--- src/rtl/mcpu_pkg.sv ---
// Shared definitions for the multicycle CPU datapath: widths, named
// register numbers and the register-destination select encodings.
package mcpu_pkg;

  localparam int DATA_W = 32;
  localparam int ADDR_W = 5;

  // Architecturally named registers
  localparam logic [4:0] REG_ZERO = 5'd0;
  localparam logic [4:0] REG_RA   = 5'd31;

  // Register-destination select (drives the regfile write address)
  typedef enum logic [1:0] {
    DST_RT    = 2'b00,
    DST_RD    = 2'b01,
    DST_RA    = 2'b10,
    DST_SPARE = 2'b11
  } dst_sel_e;

  // Destination register chosen by the 4:1 select
  function automatic logic [4:0] dst_addr(input dst_sel_e sel,
                                          input logic [4:0] rt,
                                          input logic [4:0] rd,
                                          input logic [4:0] spare);
    case (sel)
      DST_RT:  dst_addr = rt;
      DST_RD:  dst_addr = rd;
      DST_RA:  dst_addr = REG_RA;
      default: dst_addr = spare;
    endcase
  endfunction

endpackage

--- src/rtl/mcpu_regfile.sv ---
// 32 x 32 general register file: two combinational operand read ports with
// optional same-cycle write forwarding, one unforwarded debug read port, and
// a committed-write counter. Register 0 always reads as zero.
module mcpu_regfile #(
  parameter int DATA_W = mcpu_pkg::DATA_W,
  parameter int ADDR_W = mcpu_pkg::ADDR_W,
  parameter int BYPASS = 0,
  parameter int CNT_W  = 16
) (
  input  logic              clk,
  input  logic              rst,
  input  logic              we,
  input  logic [ADDR_W-1:0] wt_addr,
  input  logic [DATA_W-1:0] wt_data,
  input  logic [ADDR_W-1:0] r_addr_a,
  input  logic [ADDR_W-1:0] r_addr_b,
  output logic [DATA_W-1:0] rdata_a,
  output logic [DATA_W-1:0] rdata_b,
  input  logic [ADDR_W-1:0] dbg_addr,
  output logic [DATA_W-1:0] dbg_data,
  output logic [CNT_W-1:0]  wr_cnt
);

  import mcpu_pkg::*;

  localparam int DEPTH = 2 ** ADDR_W;
  localparam logic [ADDR_W-1:0] ZERO_ADDR = ADDR_W'(REG_ZERO);

  logic [DATA_W-1:0] regs [0:DEPTH-1];
  logic              commit;

  // A write only commits (stores and counts) when it targets a real register
  assign commit = we && (wt_addr != ZERO_ADDR);

  // Forwarding hit for one read port; never active while reset is held
  function automatic logic bypass_hit(input logic              rst_i,
                                      input logic              commit_i,
                                      input logic [ADDR_W-1:0] waddr,
                                      input logic [ADDR_W-1:0] raddr);
    bypass_hit = (BYPASS != 0) && !rst_i && commit_i && (waddr == raddr);
  endfunction

  // Register storage: async clear, store committed writes on the rising edge
  always_ff @(posedge clk or posedge rst) begin
    if (rst) begin
      for (int i = 0; i < DEPTH; i++) begin
        regs[i] <= '0;
      end
    end else if (commit) begin
      regs[wt_addr] <= wt_data;
    end
  end

  // Committed-write counter, wraps freely
  always_ff @(posedge clk or posedge rst) begin
    if (rst) begin
      wr_cnt <= '0;
    end else if (commit) begin
      wr_cnt <= wr_cnt + 1'b1;
    end
  end

  // Port A: zero register, then forwarding, then stored value
  always_comb begin
    rdata_a = '0;
    if (rst || r_addr_a == ZERO_ADDR) begin
      rdata_a = '0;
    end else if (bypass_hit(rst, commit, wt_addr, r_addr_a)) begin
      rdata_a = wt_data;
    end else begin
      rdata_a = regs[r_addr_a];
    end
  end

  // Port B: same rules as port A, evaluated independently
  always_comb begin
    rdata_b = '0;
    if (rst || r_addr_b == ZERO_ADDR) begin
      rdata_b = '0;
    end else if (bypass_hit(rst, commit, wt_addr, r_addr_b)) begin
      rdata_b = wt_data;
    end else begin
      rdata_b = regs[r_addr_b];
    end
  end

  // Debug port always shows the stored (pre-write) contents
  always_comb begin
    dbg_data = '0;
    if (rst || dbg_addr == ZERO_ADDR) begin
      dbg_data = '0;
    end else begin
      dbg_data = regs[dbg_addr];
    end
  end

endmodule

--- config.mk ---
export PLATFORM = sky130hd
export DESIGN_NAME = mcpu_regfile
export DESIGN_NICKNAME = d
export VERILOG_FILES = /design/src/rtl/mcpu_pkg.sv /design/src/rtl/mcpu_regfile.sv
export SDC_FILE = /design/constraint.sdc
export NUM_CORES = 2
export LEC_CHECK = 0
export CAP_MARGIN = 20
export CORE_MARGIN = 2
export CORE_UTILIZATION = 45
export DETAILED_ROUTE_END_ITERATION = 10
export GPL_ROUTABILITY_DRIVEN = 0
export GPL_TIMING_DRIVEN = 0
export HOLD_SLACK_MARGIN = 0.15
export SYNTH_ARGS = -nofsm -noshare
export SYNTH_HDL_FRONTEND = slang
export SYNTH_SLANG_ARGS = --single-unit
--- constraint.sdc ---
create_clock -name clk -period 43 [get_ports clk]
set_clock_uncertainty 0.2 [all_clocks]
set_input_delay 4.3 -clock clk [delete_from_list [all_inputs] [get_ports clk]]
set_output_delay 4.3 -clock clk [all_outputs]
set_load 0.05 [all_outputs]
==> run summary <==
Data on the critical path is required at its endpoint by 38,500 ps. The total detailed-routing wirelength is 306.1 mm, and the smallest hold slack is 284.0 ps. By count the netlist is led by 1,040 x sky130_fd_sc_hd__dfrtp_1, 988 x sky130_fd_sc_hd__mux2_2, 900 x sky130_fd_sc_hd__mux2i_1.

The worst setup path is of the in -> out kind. In the synthesized netlist, the number of instances is 5,023. At the worst endpoint, the arrival time is 9610 ps.

The signal on the critical path passes through clkdlybuf4s50_1, buf_2, nor3_2, and2_1, buf_1, buf_2, a22oi_1, nand4_1, clkdlybuf4s50_1. The worst path setup slack after routing was 28,890 ps. The mean post-synth cell area works out to 12.58 um^2. Synthesis inferred 1,040 register bits. In this run the deepest clock path goes through 3 buffers.

The finished layout holds 7,333 standard cells, fillers aside. The logs give 0 for the number of max-slew violations in the final report and 5,079 for the number of nets produced by synthesis. For the total non-filler cell area in the finished layout, the log shows 0.07208 mm^2.

The flop-to-flop setup slack is 41,330 ps. The cell family contributing the most delay on the critical path is buffers and inverters. The largest net degree at the start of global routing is 126, and the clock slew seen by the registers of the worst setup and hold paths is 60 ps. The worst path in the final design needs a cycle of 14,110 ps, including I/O delays and setup. Tracing the worst setup path back leads to its startpoint at rst. For the worst-skew pair, the clock arrives at the later sink with an insertion delay of 770 ps. The final layout contains 5,404 nets. The first global-routing pass estimated 412.4 mm of wire.

The mapped netlist covers 0.06319 mm^2. In this run the vertical extent of the chip is 378.7 um. After the first detailed-routing iteration, the DRC count stood at 8,488.

The slowest stage of the critical path is the sky130_fd_sc_hd__nor3_2 cell. The logs give 50,110 for the via count of the first global-routing pass and 0.1434 mm^2 for the area of the die. The critical-path maximum fanout is 10, and the placed instance count is 7,092. Hold repair after CTS inserted 0 buffers. In the final layout, the share of cells above drive strength 1 is 33.07%.

The worst-case setup slack after placement came out at 29,350 ps. Area share of the largest cell type after synthesis: 41.19%. The worst setup path is launched from an input port. The share of the clock period used by the worst path was 32.82%. The worst-case IR drop observed on VDD is 40.18 uV. Static timing analysis puts the maximum clock frequency at 0.07086 GHz. Once detailed placement completed, the half-perimeter wirelength came to 226.5 mm.

The number of setup buffers added after CTS is 0. The horizontal extent of the die works out to 378.7 um. Buffers placed on the I/O ports in this run total 160. Summing the sequential cell areas from Yosys gives 41.19% of the chip area. Global routing consumed, over all layers together, 42.20% of the routing resources. The floorplan has 137 rows. The number of buffers and inverters on the critical path was 5. The relative area change from synthesis to final layout is 14.08%.

The tools report the element type at the critical path end as an output pin. The logs give 31.82 nW for the leakage dissipation and 9.348% for the relative slew slack. The remaining antenna violation count is 0, and the accumulated negative setup slack is 0 ps. For this configuration, the core starts out at a cell density of 45.34%.

In this run the critical register-to-register path is captured at wr_cnt[12]. Pin placement for this block handled 167 I/O pins. The clock sink count was 1,040; the number of gates given a new drive strength after cts was 0.

The number of cells on the worst reg-to-reg path was 4; the number of levels in the clock H-tree was 3. The run gives 0 as the total setup violations reported at the end of the flow. Max-cap violations in this run came to 0.

Primary flip-flop cell chosen by synthesis mapping: sky130_fd_sc_hd__dfrtp_1. Summed over all layers, the global routing overflow is 0. For this run, asynchronously set or reset flops after synthesis account for 100.0%. In the post-synthesis netlist, the cell with the most instances is sky130_fd_sc_hd__dfrtp_1. Termination of the worst setup path: dbg_data[28]. For this run, design rule violations remaining after detail routing come to 0. The total vias in the final route was 52,590.

Launch instance of the worst register-to-register path: wr_cnt[4]. For the core occupancy in the finished layout, the log shows 51.72%. The flow ran to the end, and the final reports show no timing, DRC or antenna violations.

In the post-synthesis netlist, the biggest area contributors are sky130_fd_sc_hd__dfrtp_1 41%, sky130_fd_sc_hd__mux2_2 18%, sky130_fd_sc_hd__mux2i_1 14%. The initial antenna violation count is 14, and the highest cell delay on the worst timing path is 1090 ps. The cell sitting at the root of the clock tree is a sky130_fd_sc_hd__clkbuf_16.

The total placed instance area was 0.06778 mm^2; the number of buffers created by CTS was 114. The total power divided by cell area came out at 45.25 mW/mm^2. The area of the placeable core was 0.1394 mm^2; the via count normalized by instance count was 7.171.

Yosys mapped a number of flops with a built-in enable equal to 0. Final number of hold-violating endpoints: 0. The fill cell total of the finished layout was 12,120; the number of optimization iterations in the first detailed-route pass was 8. TritonCTS built the clock tree. The count of different cell masters after synthesis is 42.

Setup repair after global routing left no endpoint under its margin. The completed layout was analyzed and its total power is 3.262 mW. The cell count along the critical path was 9.

In this run the worst hold path is classified as reg -> reg. In the final routed layout, each cell accounts on average for 41.74 um. Library cell with the largest summed area after synthesis: sky130_fd_sc_hd__dfrtp_1. The yosys synthesis warning count was 0; the worst-margin pin slew was 1360 ps.
[power breakdown]
part / internal [mW] / leakage (nW) / switching, mW / total [mW]
Clock: 0.635 / 1.99 / 0.452 / 1.09
Sequential: 1.16 / 13.4 / 0.206 / 1.37
Combinational: 0.386 / 16.5 / 0.419 / 0.805
[worst min path at each step]
stage                          start    endpoint  cells after the start
after CTS                 wr_cnt[15]  wr_cnt[15]                      1
after detailed placement  wr_cnt[15]  wr_cnt[15]                      1
final                     wr_cnt[15]  wr_cnt[15]                      1
after floorplan           regs[1000]  regs[1000]                      1
after global routing      wr_cnt[15]  wr_cnt[15]                      1
after global placement    regs[1005]  regs[1005]                      1
[layer usage]
metal	wire, um	global-route usage [%]
met5	721	2.607
met4	25960	29.28
met3	49480	23.50
met2	120000	56.36
met1	109900	50.85
[area by class of cell]
| cell class | count | area, um^2 | area share, % |
|---|---|---|---|
| Timing Repair Buffer | 209 | 2436 | 3.380 |
| Clock buffer | 159 | 3293 | 4.569 |
| Sequential cell | 1040 | 26030 | 36.10 |
| Tap cell | 1876 | 2347 | 3.256 |
| Multi-Input combinational cell | 3421 | 34770 | 48.24 |
| Buffer | 556 | 2386 | 3.310 |
| Clock inverter | 55 | 764.5 | 1.061 |
| Antenna cell | 11 | 27.53 | 0.03819 |
| Inverter | 6 | 30.03 | 0.04166 |
[cell families (layout without fill, tap and decap cells)]
family	count (synthesis)	after routing	share of synthesized area, %
buffers and inverters	562	985	3.804
muxes	2211	2211	43.29
AOI/OAI and AO/OA	615	615	6.857
xor gates and xnor gates	15	15	0.2079
DFF	1040	1040	41.19
other	0	11	0
and+or+nand+nor	579	579	4.637
adders and majority gates	1	1	0.01980
[worst register-to-register path: stages (launching register included)]
cell	delay, ps
sky130_fd_sc_hd__dfrtp_1	460
sky130_fd_sc_hd__and4_1	320
sky130_fd_sc_hd__o2111ai_1	270
sky130_fd_sc_hd__nor2_1	200
sky130_fd_sc_hd__xor2_1	150
[placed cells by master, fill, tap and decap left out, drive strengths merged, types with 7 or more instances in the layout]
cell type	count
and2	11
bufinv	17
nor2b	12
nor2	36
a22oi	460
nand2	151
buf	309
xnor2	9
mux2	993
nor3b	8
clkdlybuf4s50	160
mux2i	900
nand3	229
diode	11
a32oi	21
clkbuf	455
inv	10
mux4	318
dfrtp	1040
clkinv	28
a21oi	127
nand3b	7
nand4	102
[state kept, by name, summed over array words and instances, names as in the netlist]
signal / cells
regs: 1024
wr_cnt: 16
No activity file was read; power rests on OpenSTA's default activity.
